## config.mk

```make
export PLATFORM = sky130hd
export DESIGN_NAME = mux_rr_arbiter_flat
export DESIGN_NICKNAME = d
export VERILOG_FILES = /design/src/rtl/mux_rr_arbiter_if.sv /design/src/rtl/mux_rr_arbiter.sv /design/src/flat_wrapper.sv
export SDC_FILE = /design/constraint.sdc
export NUM_CORES = 1
export LEC_CHECK = 0
export CELL_PAD_IN_SITES_DETAIL_PLACEMENT = 1
export CELL_PAD_IN_SITES_GLOBAL_PLACEMENT = 2
export CORE_MARGIN = 1
export CORE_UTILIZATION = 36
export CTS_BUF_LIST = sky130_fd_sc_hd__clkbuf_2
export DETAILED_ROUTE_END_ITERATION = 8
export PLACE_DENSITY = 0.88
export SYNTH_ARGS = -nofsm -noshare
export SYNTH_HDL_FRONTEND = slang
export SYNTH_SLANG_ARGS = --single-unit
```

## constraint.sdc

```tcl
create_clock -name clk_i -period 6.2 [get_ports clk_i]
set_input_delay 1.24 -clock clk_i [delete_from_list [all_inputs] [get_ports clk_i]]
set_output_delay 1.24 -clock clk_i [all_outputs]
set_load 0.02 [all_outputs]
```

## src/rtl/mux_rr_arbiter_if.sv

```systemverilog
// Handshake bundle between the requesters, the round-robin arbiter and the output consumer.
// The arbiter takes the slave side; the requester/consumer environment takes the master side.
interface mux_rr_arbiter_if #(
  parameter int DW = 1
);
  logic [7:0]         req;
  logic [7:0][DW-1:0] data;
  logic               out_ready;
  logic               out_valid;
  logic [DW-1:0]      out_data;
  logic [2:0]         out_src;
  logic [2:0]         sel;
  logic [7:0]         gnt;
  logic               busy;

  modport slave (
    input  req, data, out_ready,
    output out_valid, out_data, out_src, sel, gnt, busy
  );

  modport master (
    output req, data, out_ready,
    input  out_valid, out_data, out_src, sel, gnt, busy
  );
endinterface

```

## src/rtl/mux_rr_arbiter.sv

```systemverilog
// 8-lane round-robin arbiter driving the 8:1 mux select, with bounded bursts per grant
// and a valid/ready output that forwards the granted lane's data.
module mux_rr_lane #(
  parameter int          DW  = 1,
  parameter logic [2:0]  IDX = 3'd0
) (
  input  logic [2:0]    sel_i,
  input  logic          vld_i,
  input  logic [DW-1:0] d_i,
  output logic [DW-1:0] q_o
);
  assign q_o = (vld_i && (sel_i == IDX)) ? d_i : '0;
endmodule

module mux_rr_arbiter #(
  parameter int DW       = 1,
  parameter int MAX_HOLD = 4
) (
  input  logic              clk_i,
  input  logic              rst_ni,
  mux_rr_arbiter_if.slave   bus
);
  localparam int NUM_LANES = 8;
  localparam int CW        = $clog2(MAX_HOLD) + 1;

  typedef enum logic { S_IDLE, S_GRANT } state_e;

  state_e        state_q, state_d;
  logic [2:0]    ptr_q, ptr_d;
  logic [2:0]    sel_q, sel_d;
  logic [7:0]    gnt_q, gnt_d;
  logic [CW-1:0] cnt_q, cnt_d;

  logic          cur_req, xfer, rel;
  logic [2:0]    start;
  logic          found;
  logic [2:0]    winner;
  logic [NUM_LANES-1:0][DW-1:0] lane_q;

  // First set bit of r at or after start, wrapping 7 -> 0; returns {found, index}.
  function automatic logic [3:0] rr_pick(input logic [7:0] r, input logic [2:0] s);
    logic [3:0] res;
    logic [2:0] idx;
    res = '0;
    for (int k = NUM_LANES - 1; k >= 0; k--) begin
      idx = s + 3'(k);
      if (r[idx]) res = {1'b1, idx};
    end
    return res;
  endfunction

  assign cur_req = bus.req[sel_q];
  assign xfer    = (state_q == S_GRANT) && cur_req && bus.out_ready;
  assign rel     = (state_q == S_GRANT) &&
                   (!cur_req || (xfer && (cnt_q == CW'(MAX_HOLD - 1))));
  assign start   = (state_q == S_IDLE) ? ptr_q : sel_q + 3'd1;
  assign {found, winner} = rr_pick(bus.req, start);

  always_comb begin
    state_d = state_q;
    ptr_d   = ptr_q;
    sel_d   = sel_q;
    gnt_d   = gnt_q;
    cnt_d   = cnt_q;
    case (state_q)
      S_IDLE: begin
        if (found) begin
          state_d = S_GRANT;
          sel_d   = winner;
          gnt_d   = 8'b1 << winner;
          cnt_d   = '0;
        end
      end
      S_GRANT: begin
        if (rel) begin
          // Released lane sits last in the search order but may win again.
          ptr_d = sel_q + 3'd1;
          if (found) begin
            sel_d = winner;
            gnt_d = 8'b1 << winner;
            cnt_d = '0;
          end else begin
            state_d = S_IDLE;
            gnt_d   = '0;
          end
        end else if (xfer) begin
          cnt_d = cnt_q + CW'(1);
        end
      end
      default: state_d = S_IDLE;
    endcase
  end

  always_ff @(posedge clk_i or negedge rst_ni) begin
    if (!rst_ni) begin
      state_q <= S_IDLE;
      ptr_q   <= '0;
      sel_q   <= '0;
      gnt_q   <= '0;
      cnt_q   <= '0;
    end else begin
      state_q <= state_d;
      ptr_q   <= ptr_d;
      sel_q   <= sel_d;
      gnt_q   <= gnt_d;
      cnt_q   <= cnt_d;
    end
  end

  assign bus.busy      = (state_q == S_GRANT);
  assign bus.out_valid = bus.busy && cur_req;
  assign bus.sel       = sel_q;
  assign bus.out_src   = sel_q;
  assign bus.gnt       = gnt_q;

  for (genvar g = 0; g < NUM_LANES; g++) begin : g_lane
    mux_rr_lane #(.DW(DW), .IDX(3'(g))) u_lane (
      .sel_i (sel_q),
      .vld_i (bus.out_valid),
      .d_i   (bus.data[g]),
      .q_o   (lane_q[g])
    );
  end

  always_comb begin
    bus.out_data = '0;
    for (int i = 0; i < NUM_LANES; i++) bus.out_data |= lane_q[i];
  end
endmodule

```

## src/flat_wrapper.sv

```systemverilog
// flat-port wrapper written by rule: the top's interface ports become plain ports
module mux_rr_arbiter_flat 
#(
  parameter int DW       = 1,
  parameter int MAX_HOLD = 4
)
  (clk_i, rst_ni, bus_req, bus_data, bus_out_ready, bus_out_valid, bus_out_data, bus_out_src, bus_sel, bus_gnt, bus_busy);
  mux_rr_arbiter_if #(.DW(DW)) bus_i ();
  input  logic clk_i;
  input  logic rst_ni;
  input wire logic [$bits(bus_i.req)-1:0] bus_req;
  input wire logic [$bits(bus_i.data)-1:0] bus_data;
  input wire logic [$bits(bus_i.out_ready)-1:0] bus_out_ready;
  output wire logic [$bits(bus_i.out_valid)-1:0] bus_out_valid;
  output wire logic [$bits(bus_i.out_data)-1:0] bus_out_data;
  output wire logic [$bits(bus_i.out_src)-1:0] bus_out_src;
  output wire logic [$bits(bus_i.sel)-1:0] bus_sel;
  output wire logic [$bits(bus_i.gnt)-1:0] bus_gnt;
  output wire logic [$bits(bus_i.busy)-1:0] bus_busy;
  assign bus_i.req = bus_req;
  assign bus_i.data = bus_data;
  assign bus_i.out_ready = bus_out_ready;
  assign bus_out_valid = bus_i.out_valid;
  assign bus_out_data = bus_i.out_data;
  assign bus_out_src = bus_i.out_src;
  assign bus_sel = bus_i.sel;
  assign bus_gnt = bus_i.gnt;
  assign bus_busy = bus_i.busy;
  mux_rr_arbiter #(.DW(DW), .MAX_HOLD(MAX_HOLD)) u_core (.clk_i(clk_i), .rst_ni(rst_ni), .bus(bus_i));
endmodule
```

Yosys cells after proc, flatten, opt, wreduce, memory -nomap -nowiden:

Cells that the tools add are included.

* input port bits: 19
* output and inout bits: 17
* word-level logic and storage cells: 109
* bits in registers: 18

* equal/unequal tests: 11
* $add $sub $neg: 9
* bitwise gates (word level): 8
* order comparisons: 9
* muxes and demuxes: 49
* reduce and logical (&&, ||, !) cells: 17
* shifts and indexed selects: 1

Operator list (number)
* $lt A3 B4 Y1 const B: 9
* $mux W4: 8
* $bmux W1 S3: 9
* $mux W8: 3
* $mux W1: 19
* $mux W3: 6
* $pmux W8 S2: 1
* $add A3 B3 Y3 const B: 4
* $eq A3 B3 Y1 const B: 4
* $logic_and A1 B1 Y1: 12
* $pmux W3 S2: 2
* $add A3 B1 Y3 const B: 3
* $eq A3 B2 Y1 const B: 3
* $shl A1 B3 Y8 const A: 1
* $or A1 B1 Y1: 7
* $add A3 B2 Y3 const B: 2
* $reduce_and A2 Y1: 2
* $eq A3 B1 Y1 const B: 1
* $logic_not A3 Y1: 1
* $ne A3 B3 Y1 const B: 1
* $ne A2 B1 Y1 const B: 1
* $ne A2 B2 Y1 const B: 1
* $pmux W1 S2: 1
* $logic_not A1 Y1: 1
* other kinds (2): 2

Longest topological paths before layout:

Gate-level depths: netlist of the first run.

* depth after elaboration: 17
* depth in mapped cells: 15
* depth with buffers taken out: 13

Modules after synthesis:

A second synthesis of the first run with hierarchy kept.

* cell total of the unflattened synthesis: 278
* area total of the unflattened synthesis: 2247.2 sq um

By module, submodules not included
* mux_rr_arbiter: sequential area each 450.4 sq um, cells each 259, times used 1, area an instance 2140.8 sq um
* mux_rr_lane at u_core.g_lane[1].u_lane ...: sequential area each 0.0 sq um, cells each 2, times used 3, area an instance 12.5 sq um
* mux_rr_lane at u_core.g_lane[5].u_lane ...: sequential area each 0.0 sq um, cells each 3, times used 2, area an instance 15.0 sq um
* mux_rr_lane at u_core.g_lane[0].u_lane: sequential area each 0.0 sq um, cells each 2, times used 1, area an instance 16.3 sq um
* mux_rr_lane at u_core.g_lane[7].u_lane: sequential area each 0.0 sq um, cells each 3, times used 1, area an instance 12.5 sq um
* mux_rr_lane at u_core.g_lane[3].u_lane: sequential area each 0.0 sq um, cells each 2, times used 1, area an instance 10.0 sq um

Worst setup path before layout of the first run:

Ideal clock, no wire load.

* path kind: reg2reg
* from: reg u_core.sel_q[0] (netlist: u_core.bus.out_src[0])
* to: reg u_core.gnt_q[4] (netlist: u_core.bus.gnt[4])
* stages on the path, launching flop included: 14
* data required time: 6097 ps
* path slack: 2343 ps
* buffers on the path: 4
* data arrival time: 3753 ps
* setup time: 103 ps
* period minus slack after synthesis: 3857 ps
* path through: dfrtp_1 buf_6 inv_1 ha_1 mux2_2 buf_2 ha_1 clkbuf_1 mux4_2 nand4bb_1 o21ai_1 clkbuf_1 nand2_1 o41ai_2

* word-level cells in the longest chain between the ends: 17
* elaborated cells on any way between the ends: 49
* those cells by class: 8 x add/sub; 2 x eq/ne; 1 x shift; 31 x mux; 7 x reduce/logical

Ends and longest elaborated chain
* start, declared: line mux_rr_arbiter.sv:30 `logic [2:0] sel_q, sel_d;`
* start signal, assigned: line mux_rr_arbiter.sv:104 `sel_q <= sel_d;`
* $add A3 B1 Y3: line mux_rr_arbiter.sv:56 `assign start = (state_q == S_IDLE) ? ptr_q : sel_q + 3'd1;`
* $mux W3: line mux_rr_arbiter.sv:56
* $add A3 B3 Y3: line mux_rr_arbiter.sv:46 `idx = s + 3'(k);`
* $bmux W1 S3: line mux_rr_arbiter.sv:47 `if (r[idx]) res = {1'b1, idx};`
* $mux W1 (implied by the code): line mux_rr_arbiter.sv:47
* $mux W4 (8 in series): line mux_rr_arbiter.sv:47
* $shl A1 B3 Y8: line mux_rr_arbiter.sv:70, mux_rr_arbiter.sv:80
* $mux W8: line mux_rr_arbiter.sv:78 `if (found) begin`
* $mux W8: line mux_rr_arbiter.sv:75 `if (rel) begin`
* $pmux W8 S2: line mux_rr_arbiter.sv:65 `case (state_q)`
* end signal, assigned: line mux_rr_arbiter.sv:105 `gnt_q <= gnt_d;`
* end, declared: line mux_rr_arbiter.sv:31 `logic [7:0] gnt_q, gnt_d;`

Parallel ways exist; a longest one is shown, timed or not. The select of a mux whose other input is x is not followed.
A chain may end at the register's enable or synchronous reset.

Final worst setup path of the first run:

* from: in bus_req[7]
* to: out bus_out_data

* word-level cells in the longest chain between the ends: 12
* elaborated cells on any way between the ends: 26
* those cells by class: 10 x mux; 7 x bitwise; 9 x reduce/logical

Ends and longest elaborated chain
* start, declared: line flat_wrapper.sv:11 `input wire logic [$bits(bus_i.req)-1:0] bus_req;`
* $bmux W1 S3 *: line mux_rr_arbiter.sv:52 `assign cur_req = bus.req[sel_q];`
* $mux W1 (implied by the code) *: line mux_rr_arbiter.sv:52
* $logic_and A1 B1 Y1 *: line mux_rr_arbiter.sv:111 `assign bus.out_valid = bus.busy && cur_req;`
* $logic_and A1 B1 Y1: line mux_rr_arbiter.sv:12 `assign q_o = (vld_i && (sel_i == IDX)) ? d_i : '0;`
* $mux W1: line mux_rr_arbiter.sv:12
* $or A1 B1 Y1 (6 in series): line mux_rr_arbiter.sv:127 `for (int i = 0; i < NUM_LANES; i++) bus.out_data |= lane_q[i];`
* $or A1 B1 Y1 *: line mux_rr_arbiter.sv:127
* end, declared: line flat_wrapper.sv:15 `output wire logic [$bits(bus_i.out_data)-1:0] bus_out_data;`

Every way passes the cells marked *; elsewhere a longest branch is shown, timed or not. The select of a mux whose other input is x is not followed.

==> results.cfg, run 1 <==
[status]
status = completed

[timing]
max_freq_ghz = 0.212
slew_viol_final = 0
period_needed_ps = 4710
finalSetupViolCount = 0
period_share = 0.759
tightestPinTransition_ps = 1080
fin_ws_ps = 1490
setup_tns_ps = 0
maxSlewHeadroom = 0.275
finalClockSkew_ps = 1.17
rsz0062_at_grt = no
hold_viol = 0

[synthesis]
yosys_warnings = 0
yosysMostFrequentCell = nand2_1
yosys.area.top_type = dfrtp_1
synth_cells = 252
yosys-top-cells-area = dfrtp_1 (20%), mux4_2 (12%), mux2i_1 (7.6%)
avgSynthCellArea_um2 = 8.84
yosys-top-cells-count = nand2_1 (23), dfrtp_1 (18), mux2i_1 (17)
synth_cell_types = 62
async_flop_share = 1.00
synth_nets = 281
post_synth_instance_area_mm2 = 0.00223
synth_edf_count = 0
netlist.area_leader.share = 0.202
synth-seq-area-share = 0.202
synth-main-ff-cell = dfrtp_1
ys_ff_latch = 18

[cts]
cts_root_buf = clkbuf_2
tritoncts = yes
clk_latency_ps = 290
h-tree-depth = 1
cts.sinks = 18
clockBufferDepth = 2
cts_resized = 0
cts_setup_buffers = 0
cts_hold_buf = 0
cts_buffers = 3
cts.reportedPaths.clkPinSlew_ps = 180

[grt]
grt_max_degree = 19
grtUsageTotal = 0.219
grt_pass1_wl_mm = 11.0
grt_pass1_vias = 2120
grt_overflow = 0
antenna_found_initial = 0

[setup_path]
regToRegSetupSlack_ps = 1770
start_kind = primary input
critPathRequiredTime_ps = 4960
arrival_ps = 3470
worst-r2r-cell-count = 10
crit_path_end_kind = primary output
worstSetupPathType = in2out
cp_max_fo = 10

[finish]
area_delta_synth_final_pct = 17.0
multi_input_area_mm2 = 0.00164
nets = 308
seq_area_um2 = 450
final_area_mm2 = 0.00261
antenna_cells = 0
drive_gt1_frac = 0.119
n_fill_cell = 731

[die]
start_util = 0.374
die_w_um = 80.7
fp-row-count = 28
die_area_mm2 = 0.00651
ios = 36
coreArea_mm2 = 0.00596
die_y_um = 80.7

[placed_design]
gp_congestion = 0.894
dp_worst_setup_slack_ps = 1500
hpwl_mm = 5.32
portBuffers = 35
place_area_mm2 = 0.00259

[drt]
wirelength_mm = 6.62
initialDrtViolationCount = 59
dr.pass1.iters = 4
route.detailed.wl_per_inst_um = 18.7
viasPerCell = 5.95
drcViolationCount = 0
via_count = 2102
ant_nets = 0

[hold_path]
hp-class = reg2reg
whs_path_depth = 2

[run]
maxCapViolations = 0
==> registers in the layout (all words and copies together), names as in the netlist <==
| name | cells |
|---|---|
| u_core.ptr_q | 3 |
| u_core.bus.out_src | 3 |
| u_core.cnt_q | 3 |
| u_core.bus.busy | 1 |
| u_core.bus.gnt | 8 |
==> logic make-up after synthesis <==
logic type,after synthesis,share of synthesized area
buffers and inverters,27,0.0629
muxes,35,0.228
and+or+nand+nor,91,0.216
xor gates and xnor gates,3,0.0152
AOI/OAI and AO/OA,68,0.220
DFF,18,0.202
adders and majority gates,10,0.0561
==> path summary, 6_finish.rpt <==
| check | from | end |
|---|---|---|
| min in group asynchronous | rst_ni | u_core.cnt_q[2] |
| worst max register to register | u_core.bus.out_src[0] | u_core.bus.gnt[2] |
| worst max-delay path | bus_req[7] | bus_out_data |
| worst min-delay path | u_core.bus.gnt[4] | u_core.bus.gnt[4] |
| worst min register to register | u_core.bus.gnt[4] | u_core.bus.gnt[4] |
| max in group asynchronous | rst_ni | u_core.bus.out_src[0] |
==> metal layers <==
| layer | up-vias | GRT usage | wire length [um] |
|---|---|---|---|
| met4 | 0 | 0.0446 | 53 |
| met1 | 1024 | 0.302 | 3130 |
| li1 | 1013 | - | - |
| met5 | - | 0 | 0 |
| met3 | 4 | 0.0102 | 219 |
| met2 | 61 | 0.378 | 3210 |
==> layout make-up <==
| type | count | share of cell area |
|---|---|---|
| Clock buffer | 3 | 0.00576 |
| Clock inverter | 1 | 0.00144 |
| Inverter | 13 | 0.0187 |
| Multi-Input combinational cell | 207 | 0.628 |
| Sequential cell | 18 | 0.173 |
| Tap cell | 75 | 0.0360 |
| Timing Repair Buffer | 36 | 0.137 |
==> critical path, cell delays in order <==
cell and delay, ps:
clkdlybuf4s50_1 570, mux4_2 550, mux2i_1 220, nand2b_1 270, a21oi_1 70, clkdlybuf4s50_1 540
==> per-stage QoR <==
step                cells  utilization  hold slack, ps
finish                353        0.438             510
detailed placement    349        0.435             470
global placement      349        0.435             463
CTS                   353        0.438             516
floorplan             252            -             465
global route          353        0.438             535
==> layout by cell type, fill, tap and decap left out, types with 3 or more instances in the layout <==
cell	n
nor2_1	12
o21ai_0	9
mux4_2	12
a21oi_1	10
clkdlybuf4s50_1	35
clkbuf_2	3
o211ai_1	4
nor3_1	3
nand3_1	16
ha_1	10
inv_1	12
nand2b_1	5
mux2_2	5
and2_1	7
o21ai_1	7
mux2i_1	17
nor2b_1	3
o22ai_1	8
dfrtp_1	18
o31ai_1	4
nand2_1	23
Power of run 1 is left out: the tool's default activity adds up to more than one toggle a clock period on the data nets, which glitch-free logic cannot reach.
==> run 2, diff against run 1 <==
Settings changed: CORE_UTILIZATION 36 to 31, PLACE_DENSITY 0.88 to 0.81.
Clock period 6.2 ns to 4.3 ns, I/O delays scaled along.
==> run 2 against run 1 <==
  * Cell area grew 4.2%
  * Highest routed layer unchanged
  * Clock skew grew 0.79 ps
  * Register-to-register slack lost 1200 ps
  * Die area grew 16%
  * Clock-buffer cell count is the same
  * Hold slack lost 6.8 ps
  * Worst setup slack lost 1200 ps
  * Cell count grew 9.1%
  * Non-clock buffer count grew 11
  * Critical endpoint unchanged
==> results.cfg, run 2 (same netlist as run 1, synthesis figures left out) <==
[timing]
period_needed_ps = 3980
setup_tns_ps = 0
maxSlewHeadroom = 0.416
finalSetupViolCount = 0
slew_viol_final = 0
hold_viol = 0
tightestPinTransition_ps = 873
finalClockSkew_ps = 1.95
max_freq_ghz = 0.251
rsz0062_at_grt = no
period_share = 0.925
fin_ws_ps = 324

[drt]
initialDrtViolationCount = 114
dr.pass1.iters = 4
ant_nets = 0
route.detailed.wl_per_inst_um = 18.0
viasPerCell = 5.59
via_count = 2154
wirelength_mm = 6.92
drcViolationCount = 0

[placed_design]
place_area_mm2 = 0.00270
hpwl_mm = 5.55
portBuffers = 35
gp_congestion = 0.885
dp_worst_setup_slack_ps = 290

[cts]
cts_buffers = 3
cts_root_buf = clkbuf_2
clk_latency_ps = 290
tritoncts = yes
cts.sinks = 18
clockBufferDepth = 2
cts.reportedPaths.clkPinSlew_ps = 180
cts_setup_buffers = 0
h-tree-depth = 1
cts_resized = 0
cts_hold_buf = 0

[finish]
final_area_mm2 = 0.00272
drive_gt1_frac = 0.152
antenna_cells = 0
area_delta_synth_final_pct = 21.9
largest_reg_flops = 8
final_cell_mix = clkdlybuf4s50_1 (35), nand2_1 (23), dfrtp_1 (18), mux2i_1 (17), nand3_1 (16)
final_common_cell = clkdlybuf4s50_1
nets = 319
final_util = 0.395

[grt]
grt_max_degree = 19
grt_overflow = 0
grt_pass1_wl_mm = 11.3
grtUsageTotal = 0.192
grt_pass1_vias = 2169
antenna_found_initial = 0

[setup_path]
cp_max_fo = 9
crit_path_end_kind = primary output
cpMostUsedCell = clkdlybuf4s50_1
arrival_ps = 3120
worstSetupPathType = in2out
start_kind = primary input
slowest_stage = clkdlybuf4s50_1
path_cells = clkdlybuf4s50_1, mux4_2, mux2i_1, nand2b_1, a21oi_1, clkdlybuf4s50_1
critPathRequiredTime_ps = 3440
critical-path-max-stage-delay_ps = 570

[hold_path]
hp-class = reg2reg

[status]
status = completed

[die]
die_y_um = 86.8
start_util = 0.324
ios = 36
die_w_um = 86.8
die_area_mm2 = 0.00753
fp-row-count = 30
coreArea_mm2 = 0.00687

[run]
maxCapViolations = 0
## run 2: cell count changes in the layout (fill, tap and decap cells not counted), sizes merged
| cell | previous run | this run |
|---|---|---|
| buf | 1 | 12 |
## run 2: path summary, 6_finish.rpt
path,cells after the start,endpoint,slack (ps),from
worst min-delay path,2,u_core.bus.gnt[0],500,u_core.bus.gnt[0]
min in group asynchronous,1,u_core.cnt_q[2],1030,rst_ni
max in group asynchronous,1,u_core.bus.gnt[1],2740,rst_ni
worst max-delay path,6,bus_out_data,320,bus_req[3]
worst max register to register,9,u_core.bus.gnt[7],560,u_core.bus.busy
worst min register to register,2,u_core.bus.gnt[0],500,u_core.bus.gnt[0]
## run 2: layer usage
metal / up-vias / GRT usage / routed length, um
li1: 1038 / - / -
met1: 1060 / 0.255 / 3300
met4: 0 / 0.0379 / 79
met2: 50 / 0.336 / 3300
met5: - / 0 / 0
met3: 6 / 0.0238 / 246
## run 2: area by class of cell
| type | instances | area [um^2] |
|---|---|---|
| Fill cell | 831 | 4150 |
| Multi-Input combinational cell | 207 | 1640 |
| Sequential cell | 18 | 450 |
| Timing Repair Buffer | 47 | 440 |
| Tap cell | 96 | 120 |
| Inverter | 13 | 48.8 |
| Clock buffer | 3 | 15.0 |
| Clock inverter | 1 | 3.75 |
## run 2: worst max-delay path, delay by kind of cell
| family | cells | cell delay, ps |
|---|---|---|
| buffers and inverters | 2 | 1110 |
| AND/OR/NAND/NOR | 1 | 300 |
| AO/OA/AOI/OAI | 1 | 70 |
| multiplexers | 2 | 780 |
## run 2: per-stage QoR
stage,hold WS (ps),instances
floorplan,465,252
global placement,463,381
detailed placement,474,381
CTS,514,385
global route,543,385
finish,503,385
Power of run 2 is left out for the same reason.
